<file path="src/rtl/clk_div_pkg.sv">
// clk_div_pkg: shared FSM state type, default width and ratio-legality check
package clk_div_pkg;

    localparam int DIV_W_DEF = 8;

    typedef enum logic [1:0] {IDLE, RUN, PEND, STOPPING} state_t;

    // A usable ratio must be even and at least 2, so the two phases are equal and non-empty.
    function automatic logic ratio_ok(input logic [31:0] n);
        return !n[0] && (n >= 32'd2);
    endfunction

endpackage

</file>
<file path="src/rtl/clk_div_core.sv">
// clk_div_core: half-period counter and toggle register producing the divided clock
//   clk, rst_n : clock, asynchronous active-low reset
//   en         : counter runs and toggles while high, holds while low
//   load       : synchronous counter clear (start of a new run)
//   half       : half period in cycles (ratio with LSB dropped)
//   clk_div    : divided clock, registered
//   rise_pt    : this edge is a low-to-high toggle point
//   fall_pt    : this edge is a high-to-low toggle point
module clk_div_core
    import clk_div_pkg::*;
#(
    parameter int DIV_W = DIV_W_DEF
) (
    input  logic             clk,
    input  logic             rst_n,
    input  logic             en,
    input  logic             load,
    input  logic [DIV_W-2:0] half,
    output logic             clk_div,
    output logic             rise_pt,
    output logic             fall_pt
);

    localparam logic [DIV_W-2:0] ONE = 1;

    logic [DIV_W-2:0] cnt;
    logic             tp;

    assign tp      = cnt == half - ONE;
    assign rise_pt = en & tp & ~clk_div;
    assign fall_pt = en & tp & clk_div;

    always_ff @(posedge clk or negedge rst_n) begin
        if (!rst_n) begin
            cnt     <= '0;
            clk_div <= 1'b0;
        end else if (load) begin
            cnt <= '0;
        end else if (en) begin
            if (tp) begin
                cnt     <= '0;
                clk_div <= ~clk_div;
            end else begin
                cnt <= cnt + ONE;
            end
        end
    end

endmodule

</file>
<file path="src/rtl/clk_div_ctrl.sv">
// clk_div_ctrl: glitch-free programmable clock divider with a ready/valid config port
//   clk, rst_n : clock, asynchronous active-low reset
//   cfg_valid  : configuration request valid
//   cfg_ready  : controller can accept a configuration (IDLE or RUN)
//   cfg_en     : 1 = run at cfg_div, 0 = stop
//   cfg_div    : requested divide ratio (even, >= 2)
//   cfg_err    : one-cycle pulse after a rejected request
//   clk_div    : divided clock, 50% duty
//   div_busy   : a ratio change or stop is pending
//   cur_div    : ratio currently driving clk_div
module clk_div_ctrl
    import clk_div_pkg::*;
#(
    parameter int DIV_W   = DIV_W_DEF,
    parameter int RST_DIV = 10
) (
    input  logic             clk,
    input  logic             rst_n,
    input  logic             cfg_valid,
    output logic             cfg_ready,
    input  logic             cfg_en,
    input  logic [DIV_W-1:0] cfg_div,
    output logic             cfg_err,
    output logic             clk_div,
    output logic             div_busy,
    output logic [DIV_W-1:0] cur_div
);

    state_t           state;
    logic [DIV_W-1:0] pend_div;
    logic             xfer;
    logic             ok;
    logic             load;
    logic             rise_pt;
    logic             fall_pt;

    assign xfer = cfg_valid & cfg_ready;
    assign ok   = ratio_ok(32'(cfg_div));
    assign load = (state == IDLE) & xfer & cfg_en & ok;

    clk_div_core #(.DIV_W(DIV_W)) u_core (
        .clk     (clk),
        .rst_n   (rst_n),
        .en      (state != IDLE),
        .load    (load),
        .half    (cur_div[DIV_W-1:1]),
        .clk_div (clk_div),
        .rise_pt (rise_pt),
        .fall_pt (fall_pt)
    );

    // Ratio changes take effect only on a rising toggle point and stops only on a
    // falling one, so no phase of clk_div is ever cut short.
    always_ff @(posedge clk or negedge rst_n) begin
        if (!rst_n) begin
            state     <= IDLE;
            cur_div   <= DIV_W'(RST_DIV);
            pend_div  <= DIV_W'(RST_DIV);
            cfg_err   <= 1'b0;
            cfg_ready <= 1'b0;
            div_busy  <= 1'b0;
        end else begin
            cfg_err <= 1'b0;
            case (state)
                IDLE: begin
                    cfg_ready <= 1'b1;
                    if (xfer && cfg_en) begin
                        if (ok) begin
                            cur_div <= cfg_div;
                            state   <= RUN;
                        end else begin
                            cfg_err <= 1'b1;
                        end
                    end
                end
                RUN: begin
                    if (xfer) begin
                        if (!cfg_en) begin
                            state     <= STOPPING;
                            cfg_ready <= 1'b0;
                            div_busy  <= 1'b1;
                        end else if (ok) begin
                            pend_div  <= cfg_div;
                            state     <= PEND;
                            cfg_ready <= 1'b0;
                            div_busy  <= 1'b1;
                        end else begin
                            cfg_err <= 1'b1;
                        end
                    end
                end
                PEND: begin
                    if (rise_pt) begin
                        cur_div   <= pend_div;
                        state     <= RUN;
                        cfg_ready <= 1'b1;
                        div_busy  <= 1'b0;
                    end
                end
                default: begin
                    if (fall_pt) begin
                        state     <= IDLE;
                        cfg_ready <= 1'b1;
                        div_busy  <= 1'b0;
                    end
                end
            endcase
        end
    end

endmodule

</file>
<file path="config.mk">
export PLATFORM = sky130hd
export DESIGN_NAME = clk_div_ctrl
export DESIGN_NICKNAME = d
export VERILOG_FILES = /design/src/rtl/clk_div_pkg.sv /design/src/rtl/clk_div_core.sv /design/src/rtl/clk_div_ctrl.sv
export SDC_FILE = /design/constraint.sdc
export NUM_CORES = 1
export LEC_CHECK = 0
export BUFFER_PORTS_ARGS = -buffer_cell sky130_fd_sc_hd__buf_2
export CAP_MARGIN = 5
export CORE_UTILIZATION = 50
export DETAILED_ROUTE_END_ITERATION = 8
export GPL_ROUTABILITY_DRIVEN = 1
export PLACE_DENSITY_LB_ADDON = 0.1
export SYNTH_ARGS = -nofsm -noshare
export SYNTH_HDL_FRONTEND = slang
export SYNTH_SLANG_ARGS = --single-unit
export TNS_END_PERCENT = 5
</file>
<file path="constraint.sdc">
create_clock -name clk -period 3.8 [get_ports clk]
set_input_delay 0.57 -clock clk [delete_from_list [all_inputs] [get_ports clk]]
set_output_delay 0.57 -clock clk [all_outputs]
set_load 0.02 [all_outputs]
</file>
==> results summary <==
In the routed design, unresolved DRC markers number 0. In this run, synthesis inferred 0 flip-flops with an integrated enable. Max-cap violations in this run came to 0. The count of standard-cell rows came out at 20. The starting density of the core is 54.25%. The core area came out at 3153 um2.

Once the clock tree was built, the setup fixing pass inserted 0 buffers. The worst slack at placement is 739.9 ps. The aggregate negative setup slack came out at 0 ps.

After clock tree synthesis, the flow added hold-fix buffers numbering 0. Of the total power, the share spent switching nets is 42.23%. By count the netlist is led by 25 x dfrtp_1, 23 x mux2_2, 10 x nor2_1. The worst setup path is of the flop to flop kind. The synthesized netlist cell count is 153. For this run, the number of standard cells in the final layout without fillers is 226. The power share of the combinational group came out at 50.5%. The number of antenna-violating nets in the routed design came out at 0.

Setup slack on the critical path of the routed design comes to 737.6 ps. The post-synthesis sequential area ratio came out at 42.72%. In this run, CTS created clock tree buffers numbering 5. The mean cell area of the mapped netlist is 11.18 um2. The static leakage is 0.8858 nW. The deepest level of the CTS H-tree came out at 2. The die height came out at 60.49 um. VDD sags by at most 391.6 uV. The via count of the first global-routing pass came out at 1235.

The post-cts resize count is 0. The power density over the cells is 911.3 nW/um2. The share of async-settable or async-resettable flops after synthesis is 100.0%. The clock transition at the registers of the reported paths is 100 ps.

STA classifies the critical path startpoint as a flop. For this design, the sink count on the clock tree is 29. The width of the die came out at 60.49 um. The worst endpoint required time is 4030 ps.

24 I/O pins were placed. In this run the tool buffered the top-level ports with 23 buffer cells. The count of synthesis-stage warnings from yosys is 0. The total routing resource utilization after global routing came out at 20.93%. The multi-input combinational cells in the finished layout cover a total of 942.2 um2.

The pin slew with the least headroom to its limit came out at 728.3 ps. Relative to the synthesized area, the layout overhead comes to 14.92%. The final weighted congestion of routability-driven global placement is 0.8358.

The DRC violation total after the first TritonRoute iteration came out at 71. The deepest clock path buffer count came out at 2. The wire-length estimate of the detail-placed layout is 2428 um. The final setup violation count came out at 0. The wire length of the first global-routing pass came out at 5520 um. Summing all placed instances gives a cell area of 1877 um2.

The buffer cell driving the clock tree root is clkbuf_4. In this run the power spent charging and discharging nets is 756.4 uW. The worst hold path class is primary input to asynchronous set/reset pin. In this run the worst path has a maximum fanout of 8.

Among all flip-flop cells after synthesis, the most frequent one is dfrtp_1. The initial antenna violation count came out at 0. The final worst clock skew came out at 7.567 ps. The floorplan step defined a die boundary enclosing 3658 um2. Cells with a size suffix above 1 make up 35.16% of the layout. The internal power component is 1.035 mW. The most common cell in the synthesized netlist is dfrtp_1. The minimum clock period after layout came out at 3062 ps.

The worst-case headroom to the max-slew limit is 51.45%. For the worst-skew pair, the clock arrives at the later sink with an insertion delay of 340 ps. The post-synthesis register bit count came out at 29. Fill cells in the final layout number 281. The sequential power share is 34.2%. Setup repair after global routing left no endpoint under its margin.

The arrival time of the worst setup path is 3300 ps. The biggest area contributor in the post-synthesis netlist is dfrtp_1. The overall via count from detail_route is 1241.

In the finished design, the share of the clock period the worst path needs comes to 80.59%. The number of nets in the layout is 199. The per-cell via count in the routed design is 5.491. The share of total power dissipated in the clock network is 15.3%. The number of nets in the synthesized netlist is 171. Once layout is done, the placed cells without fillers occupy 1966 um2. The run finished with clean final reports.

The pin count of the biggest net entering global routing is 30. In the final routed layout, each cell accounts on average for 14.81 um. The total detailed-routing wirelength came out at 3348 um. After synthesis, the cell types taking the most area are dfrtp_1 37%, mux2_2 15%, dfstp_2 6.1%. The count of distinct cell types in the synthesized netlist came out at 39. The total iterations of the first detailed-routing run is 4. Static timing analysis puts the maximum clock frequency at 0.3265 GHz. Global routing finished with a remaining overflow of 0. The top cell type by area accounts for 36.58% of the synthesized area. The final-report max-slew violation count came out at 0. The number of cells traversed by the worst register-to-register path came out at 8. The number of hold violations in the final report came out at 0.

The number of placed cells counting well taps came out at 218. The repair_antennas step left the layout with diodes totalling 0. STA classifies the critical path endpoint as a flop. The post-synth design cell area came out at 1710 um2.

The register area came out at 730.7 um2. The CTS tree is done.
## cells in the final DEF (no fill, tap or decap), drive strengths merged, types with 2 or more instances in the layout
cell type   n
mux2       23
a21oi       5
ha          6
xnor2       7
a22o        3
clkbuf      6
nand2b      3
a31oi       5
xor2        5
buf        24
inv         7
nor4        2
o21ai       3
mux2i       7
dfstp       4
dfrtp      25
a211o       2
nand3       6
nand2       4
nor2       11
nor2b       2
or3         2
nor3        3
## worst max-delay path, cell delays in order (launching register included)
cell and delay, ps:
dfstp_2 580, inv_1 60, ha_1 270, xor2_1 170, or3_1 360, a2111oi_4 430, nand2_2 140, o41ai_4 540
mux2_2 400
## layout make-up
class	instances	share of cell area, %
multi-input combinational	114	47.93
sequential	29	37.17
timing repair buffer	24	6.238
tap	44	2.801
clock buffer	6	2.610
clock inverter	2	1.910
inverter	7	1.337
## routing by layer
| layer | GRT usage [%] | vias to the layer above | routed length (um) | part of all wire, % |
|---|---|---|---|---|
| met5 | 0 | - | 0 | 0 |
| met4 | 8.117 | 0 | 51 | 1.5 |
| met3 | 7.036 | 8 | 101 | 3.0 |
| met2 | 33.75 | 22 | 1600 | 48 |
| met1 | 26.01 | 597 | 1595 | 48 |
| li1 | - | 614 | - | - |
## sequential cells by signal (all words and copies together) (netlist names)
register,flops
cfg_ready,1
div_busy,1
u_core.cnt,7
state,2
cfg_err,1
cur_div,8
u_core.clk_div,1
pend_div,8
## power by group through the flow
stage / combinational, mW / clock (mW) / sequential, mW
floorplan: 0.649 / 0 / 0.654
global placement: 0.879 / 0 / 0.608
detailed placement: 0.898 / 0 / 0.618
CTS: 0.910 / 0.278 / 0.612
finish: 0.904 / 0.274 / 0.613
global route: 0.998 / 0.295 / 0.634
## per-stage QoR
stage	hold slack (ps)	power (mW)	utilization, %
after floorplan	274.4	1.303	-
after global placement	483.5	1.487	59.52
after detailed placement	489.8	1.516	59.52
after CTS	272.5	1.799	62.34
after global routing	288.3	1.928	62.34
final	247.7	1.791	62.34
## kinds of logic (layout without fill, tap and decap cells)
logic type,count (synthesis),count (layout),synth area share (%)
simple gates,41,41,13.17
mux,30,30,19.24
flops,29,29,42.72
compound gates,25,25,12.14
xor+xnor,12,12,6.145
buf+inv,10,39,2.195
fa+ha+maj,6,6,4.389
## final timing paths
kind	from	end	slack (ps)
min	rst_n	state[0]$_DFFE_PN0P_	250
min in group clk	cfg_div[4]	pend_div[4]$_DFFE_PN0P_	480
max	cur_div[1]$_DFFE_PN1P_	cur_div[4]$_DFFE_PN0P_	740
max reg2reg	cur_div[1]$_DFFE_PN1P_	cur_div[4]$_DFFE_PN0P_	740
min reg2reg	pend_div[7]$_DFFE_PN0P_	pend_div[7]$_DFFE_PN0P_	510
max in group asynchronous	rst_n	u_core.cnt[0]$_DFFE_PN0P_	3120
No activity file was read; power rests on OpenSTA's default activity.
